`config.mk`:
```
export PLATFORM = sky130hd
export DESIGN_NAME = dac_tx_if
export DESIGN_NICKNAME = d
export VERILOG_FILES = /design/src/rtl/dac_tx_if.sv
export SDC_FILE = /design/constraint.sdc
export NUM_CORES = 1
export LEC_CHECK = 0
export CAP_MARGIN = 20
export CELL_PAD_IN_SITES_DETAIL_PLACEMENT = 1
export CELL_PAD_IN_SITES_GLOBAL_PLACEMENT = 2
export CORE_MARGIN = 2
export CORE_UTILIZATION = 43
export CTS_CLUSTER_SIZE = 20
export DETAILED_ROUTE_END_ITERATION = 7
export PLACE_DENSITY_LB_ADDON = 0.08
export SLEW_MARGIN = 25
export SYNTH_ARGS = -nofsm -noshare
export SYNTH_HDL_FRONTEND = slang
export SYNTH_SLANG_ARGS = --single-unit
```
`constraint.sdc`:
```
create_clock -name clk -period 4.13 [get_ports clk]
set_clock_uncertainty 0.1 [all_clocks]
set_input_delay 0.826 -clock clk [delete_from_list [all_inputs] [get_ports clk]]
set_output_delay 0.826 -clock clk [all_outputs]
set_load 0.01 [all_outputs]
```
`src/rtl/dac_tx_if.sv`:
```
// Transmit-side DAC interface: valid/ready sample stream -> 8-deep FIFO -> paced 12-bit DAC bus.
// Sample rate set by a clock divider; optional two's complement to offset-binary conversion.
module dac_tx_if #(
  parameter int DW      = 12,
  parameter int FIFO_AW = 3,
  parameter int DIV     = 4,
  parameter int TWOS_IN = 1
) (
  input  logic               clk,
  input  logic               rst,
  input  logic               en,
  input  logic [DW-1:0]      s_data,
  input  logic               s_valid,
  output logic               s_ready,
  input  logic               clr_underrun,
  output logic               underrun,
  output logic [FIFO_AW:0]   fifo_level,
  output logic [DW-1:0]      DAC_DATA,
  output logic               DAC_WRT,
  output logic               DAC_SLEEP
);

  localparam int                 DEPTH    = 1 << FIFO_AW;
  localparam logic [FIFO_AW:0]   LVL_FULL = (FIFO_AW + 1)'(DEPTH);
  localparam logic [FIFO_AW:0]   LVL_HALF = (FIFO_AW + 1)'(DEPTH / 2);
  localparam logic [7:0]         CNT_LAST = 8'(DIV - 1);
  localparam logic [7:0]         CNT_HALF = 8'(DIV / 2);
  localparam logic [DW-1:0]      MIDSCALE = {1'b1, {(DW - 1){1'b0}}};

  typedef enum logic [1:0] {
    IDLE,
    FILL,
    RUN
  } state_t;

  state_t               state, state_n;
  logic [FIFO_AW-1:0]   wr_ptr, wr_ptr_n;
  logic [FIFO_AW-1:0]   rd_ptr, rd_ptr_n;
  logic [FIFO_AW:0]     level, level_n;
  logic [7:0]           cnt, cnt_n;
  logic [DW-1:0]        dac_data_n;
  logic                 dac_wrt_n;
  logic                 dac_sleep_n;
  logic                 underrun_n;
  logic                 do_push;
  logic                 do_pop;
  logic                 strobe;
  logic [DW-1:0]        head;
  logic [DW-1:0]        mem [DEPTH];

  function automatic logic [DW-1:0] to_dac(input logic [DW-1:0] d);
    if (TWOS_IN != 0) return {~d[DW-1], d[DW-2:0]};
    else              return d;
  endfunction

  assign s_ready    = (state != IDLE) && (level != LVL_FULL);
  assign fifo_level = level;
  assign head       = mem[rd_ptr];

  // Sample strobe: the edge on which the divider wraps DIV-1 -> 0.
  assign strobe  = (state == RUN) && (cnt == CNT_LAST);
  assign do_push = en && s_valid && s_ready;
  assign do_pop  = en && strobe && (level != '0);

  // NOTE: every signal written here gets a default first, so no path can infer a latch.
  always_comb begin
    state_n    = state;
    wr_ptr_n   = wr_ptr;
    rd_ptr_n   = rd_ptr;
    level_n    = level;
    cnt_n      = cnt;
    dac_data_n = DAC_DATA;
    underrun_n = underrun;

    if (do_push) wr_ptr_n = wr_ptr + FIFO_AW'(1);
    if (do_pop)  rd_ptr_n = rd_ptr + FIFO_AW'(1);
    unique case ({do_push, do_pop})
      2'b10:   level_n = level + (FIFO_AW + 1)'(1);
      2'b01:   level_n = level - (FIFO_AW + 1)'(1);
      default: level_n = level;
    endcase

    unique case (state)
      IDLE: begin
        state_n    = FILL;
        cnt_n      = '0;
        dac_data_n = MIDSCALE;
      end
      FILL: begin
        cnt_n      = '0;
        dac_data_n = MIDSCALE;
        if (level_n >= LVL_HALF) state_n = RUN;
      end
      RUN: begin
        cnt_n = strobe ? 8'd0 : cnt + 8'd1;
        if (strobe) begin
          if (level != '0) dac_data_n = to_dac(head);
          else             dac_data_n = MIDSCALE;
        end
      end
      default: state_n = IDLE;
    endcase

    // A missed strobe wins over a clear arriving in the same cycle.
    if (en && strobe && (level == '0)) underrun_n = 1'b1;
    else if (clr_underrun)             underrun_n = 1'b0;

    if (!en) begin
      state_n    = IDLE;
      wr_ptr_n   = '0;
      rd_ptr_n   = '0;
      level_n    = '0;
      cnt_n      = '0;
      dac_data_n = MIDSCALE;
    end

    dac_wrt_n   = (state_n == RUN) && (cnt_n >= CNT_HALF);
    dac_sleep_n = (state_n == IDLE);
  end

  // NOTE: sequential state uses non-blocking assignments so all registers update together.
  always_ff @(posedge clk or posedge rst) begin
    if (rst) begin
      state     <= IDLE;
      wr_ptr    <= '0;
      rd_ptr    <= '0;
      level     <= '0;
      cnt       <= '0;
      DAC_DATA  <= MIDSCALE;
      DAC_WRT   <= 1'b0;
      DAC_SLEEP <= 1'b1;
      underrun  <= 1'b0;
    end else begin
      state     <= state_n;
      wr_ptr    <= wr_ptr_n;
      rd_ptr    <= rd_ptr_n;
      level     <= level_n;
      cnt       <= cnt_n;
      DAC_DATA  <= dac_data_n;
      DAC_WRT   <= dac_wrt_n;
      DAC_SLEEP <= dac_sleep_n;
      underrun  <= underrun_n;
    end
  end

  // NOTE: the storage array is deliberately not reset; level and pointers decide what is valid.
  always_ff @(posedge clk) begin
    if (do_push) mem[wr_ptr] <= s_data;
  end

endmodule

```
==> impl_metrics.csv, run 1 <==
group,metric,value,unit
run_status,status,"finished, final reports clean",
drt,via_per_inst,5.29,
worst_setup_path,crit_required,4.35,ns
synthesis,synth.ff_latch_count,131,
worst_setup_path,endpoint_kind,"flop",
worst_setup_path,cpMaxStageDelayCell,"clkdlybuf4s50_1",
floorplanning,die_h,117,microns
finish,mostFrequentLayoutCell,"edfxtp_1",
placement,place.detailed.hpwl,7.29,mm
global_routing,antenna_found_initial,0,
power_and_ir_drop,p_per_area,434,nW/um^2
synthesis,ys_warn_count,0,
clocking,postCtsHoldBufs,0,
floorplanning,die_w,117,microns
clocking,cts_tree,"yes",
floorplanning,num_io_pins,37,
synthesis,netlist_instances,340,
synthesis,async_flop_share,0.267,
synthesis,synth-simple-area-share,0.0890,
sta,tns,0,ns
drt,wl_per_cell,20.4,microns
synthesis,yosysUniqueCellTypes,53,
sta,timing.hold.ws,0.378,ns
placement,pre_cts_slack,0.469,ns
hold_path,min_path_type,"reg -> reg",
clocking,cts_sinks,131,
placement,portBuffers,36,
synthesis,syn-num-nets,362,
global_routing,grt_max_degree,36,
placement,finalWeightedCongestion,0.754,
worst_setup_path,r2r_slack,0.92,ns
sta,period_needed,3.26,ns
drt,drt-initial-drc-count,136,
synthesis,syn_avg_cell_area,16.2,sq um
sta,finalHoldViolations,0,
finish,layout.nets,416,
global_routing,grt_pass1_vias,3275,
worst_setup_path,worstPathCellList,"clkdlybuf4s50_1 -> nand2_1 -> nor2b_4 -> nand2_1 -> inv_1 -> nand2_1 -> xnor2_1 -> ha_1 -> a21oi_1 -> and2b_2 -> nand4_1 -> a21o_1 -> o211a_1 -> a32oi_1",
clocking,post-cts-setup-buffer-count,0,
sta,setup_violations,0,
global_routing,grt_pass1_wl,18.8,mm
placement,place_inst,547,
clocking,numCtsBuffers,17,
sta,setup_ws,0.866,ns
drt,drc,0,
power_and_ir_drop,peakVddDrop,356,uV
synthesis,synth_compound_area_frac,0.0525,
worst_setup_path,crit_path_max_incr_delay,0.54,ns
sta,slew_viol_final,0,
synthesis,netlist.area_leader.share,0.522,
finish,fillers,1186,
drt,firstDrtPassIters,4,
finish,finalNonFillerCells,579,
worst_setup_path,cp_top_family,"simple AND/OR/NAND/NOR gates",
synthesis,seq_area_frac_synth,0.681,
drt,ant_nets,0,
sta,post-route-period-util,0.790,
finish,num_antenna_cells,0,
floorplanning,rows,41,
flow_run,drv_cap,0,
worst_setup_path,arrival,3.48,ns
synthesis,yosysTopAreaCell,"edfxtp_1",
worst_setup_path,crit_buf_inv,2,
sta,max-slew-margin-rel,0.392,
sta,tightest_slew,0.912,ns
clocking,cts-root-buf,"clkbuf_16",
sta,max_freq,306,MHz
synthesis,synth_area_leaders,"edfxtp_1 52%, dfrtp_1 15%, mux4_2 9.8%",
finish,layout-drive-gt1-share,0.216,
global_routing,grt_use_total,0.184,
global_routing,globalRouteOverflowTotal,0,
worst_setup_path,cp_common_cell,"nand2_1",
drt,routed_wl,11.8,mm
power_and_ir_drop,p_leak,0.00231,uW
worst_setup_path,path_max_fanout,6,
worst_setup_path,worstSetupPathType,"in -> reg",
finish,final_cell_mix,"96 x edfxtp_1, 36 x clkdlybuf4s50_1, 33 x dfrtp_1, 32 x nand2_1, 24 x mux4_2",
floorplanning,start_util,0.440,
worst_setup_path,cp-start-kind,"primary input",
synthesis,synth_top_family_by_area,"multiplexers",
sta,grt_setup_unrepaired,"no",
clocking,h-tree-depth,4,
clocking,cts_buffer_depth,2,
clocking,path_clk_slew,0.05,ns
clocking,clkLatencyLatePin,0.42,ns
synthesis,synthFlopType,"edfxtp_1",
synthesis,synthMuxAreaShare,0.124,
synthesis,syn_area,5520,sq um
floorplanning,die_area,13800,sq um
drt,vias,3062,
finish,syn2layout_area_growth,21.3,%
synthesis,synthXorXnorAreaFrac,0.0143,
synthesis,synth_edf_count,96,
floorplanning,core_area,12600,sq um
finish,fin_util,0.533,
clocking,postCtsResizedCells,0,
synthesis,synthAdderAreaFrac,0.0113,
worst paths after layout:
check | from | endpoint | depth (start not counted)
setup / recovery | en | DAC_WRT | 14
hold / removal | DAC_DATA[1] | DAC_DATA[1] | 2
setup reg to reg | cnt[3] | DAC_WRT | 13
hold reg to reg | DAC_DATA[1] | DAC_DATA[1] | 2
max in group asynchronous | rst | DAC_DATA[11] | 3
min in group asynchronous | rst | cnt[6] | 3
where the power goes:
group / switching (uW) / leakage (uW) / total (uW) / internal [uW]
sequential: 9.24 / 0.00134 / 1440 / 1430
combinational: 45.4 / 0.000704 / 83.9 / 38.5
clock: 532 / 0.000259 / 1390 / 856
metal layers:
| layer | part of all wire | vias up | GRT usage |
|---|---|---|---|
| li1 | - | 1415 | - |
| met1 | 0.46 | 1592 | 0.242 |
| met2 | 0.51 | 45 | 0.302 |
| met3 | 0.027 | 10 | 0.0477 |
| met4 | 0.0085 | 0 | 0.0602 |
| met5 | 0 | - | 0 |
sequential cells by signal, indices dropped and copies added, names as in the netlist:
register / flops
underrun: 1
cnt: 8
wr_ptr: 3
rd_ptr: 3
DAC_DATA: 12
DAC_SLEEP: 1
mem: 96
DAC_WRT: 1
state: 2
fifo_level: 4
cell usage after synthesis, drive strengths merged (4+ instances only):
cell type	count
edfxtp	96
inv	7
nor3b	6
nand3	12
nand2	32
a21oi	6
nor2	13
buf	10
o21ai	15
mux4	24
nand4	5
dfrtp	33
xor2	5
mux2i	13
clkbuf	8
ha	5
nor2b	5
xnor2	4
metrics by stage:
stage / area, sq um / power, uW
finish: 6700 / 2910
CTS: 6700 / 2940
global route: 6700 / 3010
floorplan: 5520 / 1500
detailed placement: 6150 / 1550
global placement: 6150 / 1550
layout make-up:
cell class                 count  area [sq um]  share of cell area
tap                          172           215              0.0321
timing repair buffer          53           488              0.0728
clock buffer                  23           468              0.0699
sequential                   131          3760               0.561
clock inverter                 9          83.8              0.0125
multi-input combinational    183          1640               0.245
inverter                       8          43.8             0.00654
cells by family (layout without fill, tap and decap cells):
group           Yosys count  in the layout
flops                   131            131
simple gates             89             89
mux                      38             38
compound gates           42             42
buf+inv                  26             93
fa+ha+maj                 5              5
xor+xnor                  9              9
worst min-delay path: stages, from the launching register on:
cell and delay (ns):
dfrtp_1 0.33, nand2_1 0.05, o21ai_0 0.06
Note: power is estimated with default switching activity, not from simulation.
==> run 2, diff against run 1 <==
--- a/config.mk
+++ b/config.mk
@@ -9,7 +9,7 @@
 export CELL_PAD_IN_SITES_DETAIL_PLACEMENT = 1
 export CELL_PAD_IN_SITES_GLOBAL_PLACEMENT = 2
 export CORE_MARGIN = 2
-export CORE_UTILIZATION = 43
+export CORE_UTILIZATION = 39
 export CTS_CLUSTER_SIZE = 20
 export DETAILED_ROUTE_END_ITERATION = 7
 export PLACE_DENSITY_LB_ADDON = 0.08
==> constraint.sdc (replaced) <==
create_clock -name clk -period 2.64 [get_ports clk]
set_clock_uncertainty 0.1 [all_clocks]
set_input_delay 0.528 -clock clk [delete_from_list [all_inputs] [get_ports clk]]
set_output_delay 0.528 -clock clk [all_outputs]
set_load 0.01 [all_outputs]
==> run 2 against run 1 <==
The run now ends with negative setup slack left. Design area rose by 7.9%. Highest routed layer unchanged. Setup slack got worse by 1.0 ns. Sequential power rose by 56%. Power rose by 70%. Non-clock buffer count rose by 36. Largest cell class unchanged. Clock power rose by 83%. Die area rose by 9.9%. First-iteration DRC count rose by 26%.
==> impl_metrics.csv, run 2 (same netlist as run 1, synthesis figures left out) <==
group,metric,value,unit
run_status,status,"finished with violations",
run_status,violations,"negative setup slack",
power_and_ir_drop,p_per_area,684,nW/um^2
drt,firstDrtPassIters,5,
clocking,cts-root-buf,"clkbuf_16",
drt,routed_wl,12.8,mm
floorplanning,start_util,0.398,
drt,ant_nets,0,
placement,finalWeightedCongestion,0.759,
hold_path,min_path_type,"reg -> reg",
sta,finalHoldViolations,0,
finish,final_area,7230,sq um
sta,grt_setup_unrepaired,"yes",
worst_setup_path,crit_buf_inv,2,
worst_setup_path,cp_top_family,"simple AND/OR/NAND/NOR gates",
clocking,postCtsHoldBufs,0,
drt,drc,0,
sta,setup_ws,-0.163,ns
floorplanning,die_h,123,microns
global_routing,antenna_found_initial,0,
worst_setup_path,crit_path_max_incr_delay,0.55,ns
placement,portBuffers,36,
worst_setup_path,rr_endpoint,"DAC_WRT",
finish,final_cell_mix,"96 x edfxtp_1, 43 x buf_4, 36 x clkdlybuf4s50_1, 33 x dfrtp_1, 30 x nand2_1",
worst_setup_path,path_max_fanout,2,
clocking,numCtsBuffers,17,
finish,layout-drive-gt1-share,0.302,
floorplanning,die_area,15100,sq um
finish,num_antenna_cells,0,
hold_path,hold_path_depth,2,
worst_setup_path,arrival,3.03,ns
placement,place_inst,587,
finish,layout.nets,452,
hold_path,holdPathEnd,"DAC_DATA[0]",
placement,place.detailed.hpwl,8.14,mm
flow_run,drv_cap,0,
sta,max_freq,357,MHz
worst_setup_path,r2r-start,"fifo_level[0]",
sta,period_needed,2.80,ns
worst_setup_path,worstPathCellList,"or4_4 -> nor2b_4 -> nand2_2 -> inv_2 -> buf_6 -> ha_4 -> nor2b_2 -> nor3b_2 -> nand4_1 -> a31oi_4 -> mux2_4 -> a32oi_1",
worst_setup_path,endpoint_kind,"flop",
finish,top_regs,"mem x96, DAC_DATA x12, cnt x8",
drt,wl_per_cell,20.6,microns
clocking,path_clk_slew,0.06,ns
worst_setup_path,r2r_slack,-0.16,ns
worst_setup_path,cp-start-kind,"flop",
finish,syn2layout_area_growth,30.9,%
worst_setup_path,worstSetupPathType,"reg -> reg",
power_and_ir_drop,peakVddDrop,491,uV
power_and_ir_drop,p_leak,0.00257,uW
global_routing,grt_use_total,0.185,
clocking,clkLatencyLatePin,0.41,ns
global_routing,grt_max_degree,36,
global_routing,grt_pass1_wl,20.0,mm
sta,tightest_slew,0.648,ns
floorplanning,rows,43,
sta,slew_viol_final,0,
worst_setup_path,cpMaxStageDelayCell,"or4_4",
floorplanning,die_w,123,microns
power_and_ir_drop,p_total,4950,uW
sta,setup_violations,4,
sta,post-route-period-util,1.06,
drt,via_per_inst,5.25,
global_routing,globalRouteOverflowTotal,0,
sta,max-slew-margin-rel,0.568,
clocking,h-tree-depth,4,
worst_setup_path,ff2ff_path_depth,12,
placement,place_area,6530,sq um
finish,mostFrequentLayoutCell,"edfxtp_1",
drt,vias,3272,
sta,tns,-0.389,ns
clocking,cts_sinks,131,
floorplanning,num_io_pins,37,
drt,drt-initial-drc-count,171,
worst_setup_path,crit_required,2.86,ns
finish,max_flop_register,"mem",
clocking,cts_tree,"yes",
global_routing,grt_pass1_vias,3512,
finish,finalNonFillerCells,623,
clocking,cts_buffer_depth,2,
floorplanning,core_area,13900,sq um
finish,largest_register_ffs,96,
hold_path,hold_start,"DAC_DATA[0]",
worst_setup_path,worst-path-stages,12,
==> run 2: changes by cell type in the layout (fill, tap and decap cells not counted), moves of 2 or more <==
cell        delta
buf_4         +26
buf_12         +9
bufinv_16      +4
clkbuf_1       -3
clkinvlp_4     -3
clkbuf_8       -2
clkinv_1       +2
clkinv_4       +2
ha_1           -2
nand2_1        -2
nand2_2        +2
==> run 2: repair_timing <==
item | 4_1_cts | 5_1_grt
endpoints found under the hold margin | 0 | 0
setup buffers | 3 | 1
pin swaps | 8 | 8
endpoints found under the setup margin | 5 | 6
gates resized for setup | 3 | 4
==> run 2: per-layer routing <==
layer,part of all wire,track usage
met1,0.44,0.234
met2,0.51,0.311
met3,0.039,0.0461
met4,0.016,0.0611
met5,0,0
==> run 2: where the power goes <==
part           total (uW)  internal [uW]  leakage [uW]  switching (uW)
logic                 160           76.8      0.000922            83.5
registers            2240           2230       0.00134            9.12
clock network        2540           1670      0.000309             871
total                4950           3980       0.00257             964
==> run 2: tightest hold or removal path, cell delays in order, from the launching register on <==
cell and delay [ns]:
dfrtp_1 0.34, nand2_1 0.04, o21ai_0 0.06
==> run 2: cell type report <==
class,count,area (sq um)
Sequential cell,131,3760
Fill cell,1310,6650
Inverter,8,43.8
Tap cell,180,225
Clock inverter,14,210
Multi-Input combinational cell,183,1690
Timing Repair Buffer,89,875
Clock buffer,18,429
==> run 2: worst max-delay path by stage <==
| stage | startpoint | end | slack (ns) |
|---|---|---|---|
| global route | fifo_level[0] | DAC_WRT | -0.33 |
| global placement | en | DAC_WRT | -0.43 |
| CTS | fifo_level[1] | DAC_WRT | -0.18 |
| finish | fifo_level[0] | DAC_WRT | -0.16 |
| detailed placement | en | DAC_WRT | -0.46 |
| floorplan | fifo_level[1] | DAC_WRT | -0.16 |
==> run 2: per-stage QoR <==
step | worst slack [ns] | hold slack, ns | utilization
after floorplan | -0.159 | 0.413 | -
after detailed placement | -0.465 | 0.374 | 0.470
final | -0.163 | 0.377 | 0.521
after global routing | -0.330 | 0.409 | 0.521
after CTS | -0.175 | 0.384 | 0.519
after global placement | -0.432 | 0.364 | 0.470
